<file path="config.mk">
export PLATFORM = sky130hd
export DESIGN_NAME = decoder_scan_nbit
export DESIGN_NICKNAME = d
export VERILOG_FILES = /design/src/rtl/decoder_scan_nbit.sv
export SDC_FILE = /design/constraint.sdc
export NUM_CORES = 1
export LEC_CHECK = 0
export BUFFER_PORTS_ARGS = -buffer_cell sky130_fd_sc_hd__buf_2
export CAP_MARGIN = 20
export CORE_UTILIZATION = 50
export CTS_BUF_LIST = sky130_fd_sc_hd__clkbuf_4 sky130_fd_sc_hd__clkbuf_8
export DETAILED_ROUTE_END_ITERATION = 10
export PLACE_DENSITY_LB_ADDON = 0.15
export SLEW_MARGIN = 5
export SYNTH_ARGS = -nofsm -noshare
export SYNTH_HDL_FRONTEND = slang
export SYNTH_SLANG_ARGS = --single-unit
</file>
<file path="constraint.sdc">
create_clock -name clk -period 1.42 [get_ports clk]
set_input_delay 0.284 -clock clk [delete_from_list [all_inputs] [get_ports clk]]
set_output_delay 0.284 -clock clk [all_outputs]
set_load 0.01 [all_outputs]
</file>
<file path="src/rtl/decoder_scan_nbit.sv">
// decoder_scan_nbit
//   N-bit to 2**N one-hot decoder with an auto-scan mode. In direct mode the
//   registered output tracks 1<<a. In scan mode a start pulse walks the
//   one-hot output through all 2**N positions, beginning at a, holding each
//   position for DWELL cycles, then pulses done for one cycle.
// Ports:
//   clk    - clock, rising edge
//   reset  - synchronous active-high reset
//   a      - decode select (direct) / starting index (scan)
//   enable - output enable; low aborts a running scan
//   mode   - 0 = direct decode, 1 = auto-scan
//   start  - scan launch request (IDLE, mode=1, enable=1 only)
//   y      - registered one-hot output or all-zero
//   busy   - high while scanning
//   done   - one-cycle pulse on normal scan completion
module decoder_scan_nbit #(
  parameter int N     = 3,
  parameter int DWELL = 1
) (
  input  logic            clk,
  input  logic            reset,
  input  logic [N-1:0]    a,
  input  logic            enable,
  input  logic            mode,
  input  logic            start,
  output logic [2**N-1:0] y,
  output logic            busy,
  output logic            done
);

  localparam int W  = 2**N;
  localparam int CW = $clog2(DWELL) + 1;

  localparam logic [W-1:0]  ONE       = W'(1);
  localparam logic [CW-1:0] DWELL_END = CW'(DWELL - 1);
  localparam logic [N:0]    STEP_END  = (N+1)'(W - 1);

  typedef enum logic {IDLE, SCAN} state_t;

  state_t        state;
  logic [N-1:0]  index;
  logic [N-1:0]  index_nxt;
  logic [CW-1:0] dwell;
  logic [N:0]    step;

  // Natural N-bit wrap gives the 2**N-1 -> 0 rollover.
  always_comb begin
    index_nxt = index + N'(1);
  end

  always_ff @(posedge clk) begin
    if (reset) begin
      state <= IDLE;
      index <= '0;
      dwell <= '0;
      step  <= '0;
      y     <= '0;
      busy  <= 1'b0;
      done  <= 1'b0;
    end else begin
      case (state)
        IDLE: begin
          done <= 1'b0;
          if (mode && enable && start) begin
            state <= SCAN;
            index <= a;
            dwell <= '0;
            step  <= '0;
            y     <= ONE << a;
            busy  <= 1'b1;
          end else if (!mode && enable) begin
            y    <= ONE << a;
            busy <= 1'b0;
          end else begin
            y    <= '0;
            busy <= 1'b0;
          end
        end
        SCAN: begin
          if (!enable) begin
            state <= IDLE;
            y     <= '0;
            busy  <= 1'b0;
            done  <= 1'b0;
          end else if (dwell == DWELL_END) begin
            dwell <= '0;
            if (step == STEP_END) begin
              state <= IDLE;
              y     <= '0;
              busy  <= 1'b0;
              done  <= 1'b1;
            end else begin
              step  <= step + (N+1)'(1);
              index <= index_nxt;
              y     <= ONE << index_nxt;
            end
          end else begin
            dwell <= dwell + CW'(1);
          end
        end
        default: begin
          state <= IDLE;
          y     <= '0;
          busy  <= 1'b0;
          done  <= 1'b0;
        end
      endcase
    end
  end

endmodule
</file>
# Word-level counts from Yosys, hierarchy flattened
# Index checks and enable logic that the tools add are counted.
totals:
  reg_bits: 19
  output_inout_bits: 10
classes:
  shift: 2
  eq_ne: 7
  muxes: 33
  reduce_logical: 7
  bitwise: 1
  addsub: 3
ops:
  columns: ["cell", "count"]
  rows:
  - ["two-way mux 8 bit", 5]
  - ["two-way mux 4 bit", 4]
  - ["one-hot mux 8 bit (2 select lines)", 1]
  - ["<< shifter 1 x 3 -> 8 bit (first input constant)", 2]
  - ["two-way mux 1 bit", 13]
  - ["two-way mux 3 bit", 4]
  - ["inequality test 2 bit (second input constant)", 4]
  - ["one-hot mux 1 bit (2 select lines)", 4]
  - ["one-hot mux 4 bit (2 select lines)", 1]
  - ["one-hot mux 3 bit (2 select lines)", 1]
  - ["adder 4 x 1 -> 4 bit (second input constant)", 1]
  - ["== test 4 x 3 -> 1 bit (second input constant)", 1]
  - ["AND reduction 2 bit", 2]
  - ["AND reduction 4 bit", 1]
  - ["adder 3 x 1 -> 3 bit (second input constant)", 1]
  - ["logical AND 1 bit", 3]
  - ["inequality test 3 x 2 -> 1 bit (second input constant)", 1]
  - ["inequality test 3 bit (second input constant)", 1]
  - ["adder 1 bit (second input constant)", 1]
  - ["zero test 1 bit", 1]
  - ["inverter 1 bit", 1]

# Longest topological paths before layout
depth:
  depth_word: 6
  depth_mapped: 5
  ltp_nobuf: 4

# Worst setup path after synthesis
# No wires, ideal clock.
synth_path:
  path_type: "reg-to-reg"
  from: "register index[0]"
  to: "register index[1]"
  path_slack_ps: 138
  setup_ps: 116
  period_less_slack_ps: 1282
  n_path_buf: 0
  stages_incl_launch_ff: 5
  arrival_time_ps: 1165
  path_cell_list: "dfxtp_1 > inv_1 > ha_1 > mux2_2 > o211a_1"
synth_via:
  elab_chain_len: 5
synth_lines:
  columns: ["item", "line_no", "source"]
  rows:
  - ["from (decl)", "41", "logic [N-1:0] index;"]
  - ["from (signal assigned)", "94", "index <= index_nxt;"]
  - ["adder 3 x 1 -> 3 bit", "48", "index_nxt = index + N'(1);"]
  - ["two-way mux 3 bit", "87", "if (step == STEP_END) begin"]
  - ["two-way mux 3 bit", "85", "end else if (dwell == DWELL_END) begin"]
  - ["two-way mux 3 bit", "80", "if (!enable) begin"]
  - ["one-hot mux 3 bit (2 select lines)", "61", "case (state)"]
# No other way between the ends. The select of a mux whose other input is x is not followed.
# A chain may end at the register's enable or synchronous reset.

# Worst setup path in the final report
layout_path:
  from: "register index[1]"
  to: "register index[1]"
# Same word-level chain as after synthesis.

==> results.txt <==
Status = completed
Top-area cell type share of the netlist area = 38.35%
Combinational power share = 12.1%
Detailed Route WL = 2.090 mm
YS warnings = 0
Clock skew = 0.001986 ns
Kind of critical path = reg2reg
Net Sw Power = 0.0002393 W
Share of cells above drive strength 1 = 27.87%
Wire length per cell = 14.22 um
Root Driver = clkbuf_4
Hold Path Class = in2reg
Vias per cell = 6.088
Total CTS buffers = 3
Core footprint = 1745 um^2
IO Count = 18
H-tree levels = 1
Antenna violations before repair = 0
PD cells = 856.0 nW/um^2
Global-route wire length before repair = 3.567 mm
CP Max Fanout = 4
Final worst setup slack = 0.1067 ns
DRC = 0
Pint = 0.0007203 W
DRT Pass-1 Iters = 4
Port Buffers = 17
Leakage power = 0.4766 nW
Sink Count = 18
Max Clk Rate = 761.5 MHz
Initial Util = 53.84%
Total track usage = 24.25%
Clock latency on the worst-skew pair = 0.29 ns
Cell taking the most area after synthesis = dfxtp_1
Post-DRT Antenna Nets = 0
Worst path arrival time = 1.51 ns
Clock Tree Buf Depth = 2
Final Hold Fails = 0
Fin crit share = 92.48%
Crit path capture type = register
Syn avg cell area = 9.212 um^2
Startpoint types = register
Post-Syn Area = 939.7 um^2
Die area = 2057 um^2
Via Count = 895
DP HPWL = 1.527 mm
Largest net degree at the start of global routing = 13
Max Transition Viols Final = 0
Seq pwr share = 55.0%
Relative slew slack = 73.73%
Area grow syn2layout = 19.31%
RSZ-0062 raised after global routing = true
Number of cell rows = 15
Placement Setup Slack = 0.06369 ns
GRT overflow = 0
Worst-Margin Slew = 0.3933 ns
CTS tree = done
Flops & latches, synth = 18
Gpl congestion = 0.7983
Final net count = 137
Cell variety after synth = 34
Reg2reg start = index[1]
Post-route cell area = 1121 um^2
Diode count = 0
Vias in the first global route = 798
Synth Instances = 102
DIE WIDTH = 45.35 um
Clk pwr share = 32.9%
Total power = 0.0009596 W
Placed inst area = 1067 um^2
HP Start = reset
Final min period = 1.313 ns
Top cells by area, synth = dfxtp_1 38%, nand4_1 9.3%, ha_1 8.0%
Worst Setup SP = index[1]
Peak supply drop = 0.0004576 V
Syn nets = 116
Most frequent cells in the layout = 17 x buf_2, 16 x dfxtp_1, 14 x nand4_1
Commonest non-fill, non-tap cell in the layout = buf_2
Sw Ratio = 24.94%
Detailed Route Iter0 Violations = 20
Max-cap violations = 0
Post-synthesis sequential area ratio = 38.35%
Die H = 45.35 um
Final setup viols = 0
CTS Hold Bufs = 0
CTS clk-pin slew, worst paths = 0.10 ns
Crit path required time = 1.62 ns
## routing by layer
layer | track usage (%) | wire, um
met5 | 0 | 0
met4 | 14.55 | 72
met3 | 5.600 | 70
met2 | 39.71 | 1024
met1 | 28.61 | 922
## cell usage after synthesis (all sizes together)
library cell / count
dfxtp: 18
nand4: 14
a21oi: 10
ha: 6
nand4b: 5
nor2: 5
buf: 4
nand2: 4
nor2b: 4
inv: 3
nand3: 3
o211ai: 3
and3: 2
clkbuf: 2
mux2i: 2
a211o: 1
a21boi: 1
a31o: 1
a31oi: 1
a32o: 1
and2: 1
and3b: 1
mux2: 1
nand2b: 1
nand3b: 1
nor3: 1
nor4: 1
o211a: 1
o311ai: 1
or3b: 1
xnor2: 1
xor2: 1
## worst max-delay path, stage by stage (launching register included)
cell and delay [ns]:
dfxtp_1 0.40, inv_1 0.10, ha_1 0.27, mux2_2 0.26, o211a_1 0.20
## layout make-up
class | count | area (um^2)
Tap cell | 25 | 31.28
Inverter | 3 | 11.26
Sequential cell | 18 | 362.8
Fill cell | 154 | 624.3
Timing Repair Buffer | 22 | 122.6
Multi-Input combinational cell | 75 | 556.8
Clock buffer | 4 | 36.28
## registers in the layout (all words and copies together) (netlist names)
signal and flops:
busy 1, index 3, done 1, state 1, step 4, y 8
## cells by family (layout without fill, tap and decap cells)
| logic type | after synthesis | in the layout | share of synthesized area (%) |
|---|---|---|---|
| AND/OR/NAND/NOR | 44 | 44 | 29.96 |
| AO/OA/AOI/OAI | 20 | 20 | 14.51 |
| flip-flops | 18 | 18 | 38.35 |
| buffers and inverters | 9 | 29 | 3.994 |
| adder cells (fa/ha/maj) | 6 | 6 | 7.989 |
| multiplexers | 3 | 3 | 3.329 |
| XOR/XNOR | 2 | 2 | 1.865 |
## path summary, 6_finish.rpt
path | endpoint | slack (ns) | cells past startpoint
min | step[1] | 0.26 | 2
max | index[1] | 0.11 | 4
min reg2reg | busy | 0.47 | 2
max reg2reg | index[1] | 0.11 | 4
## power groups by stage
stage	Clock (W)	Sequential (W)	Combinational (W)
4_1_cts	0.000325	0.000526	0.000112
3_3_place_gp	0	0.000537	0.000108
5_1_grt	0.000353	0.000530	0.000128
6_report	0.000316	0.000528	0.000116
3_5_place_dp	0	0.000538	0.000111
2_1_floorplan	0	0.000537	0.0000685
## through the flow
stage	std cells	setup TNS (ns)	hold slack, ns	util (%)
2_1_floorplan	102	0	0.4383	-
6_report	147	0	0.2606	64.23
3_3_place_gp	143	0	0.4568	61.15
4_1_cts	147	0	0.2577	63.23
3_5_place_dp	143	0	0.4593	61.15
5_1_grt	147	-0.01371	0.2620	64.23
## timing repair
item | in CTS | in global routing
buffers inserted | 0 | 0
hold endpoints to repair | 0 | 0
setup endpoints to repair | 0 | 8
gates resized for setup | 0 | 4
No activity file was read; power rests on OpenSTA's default activity.
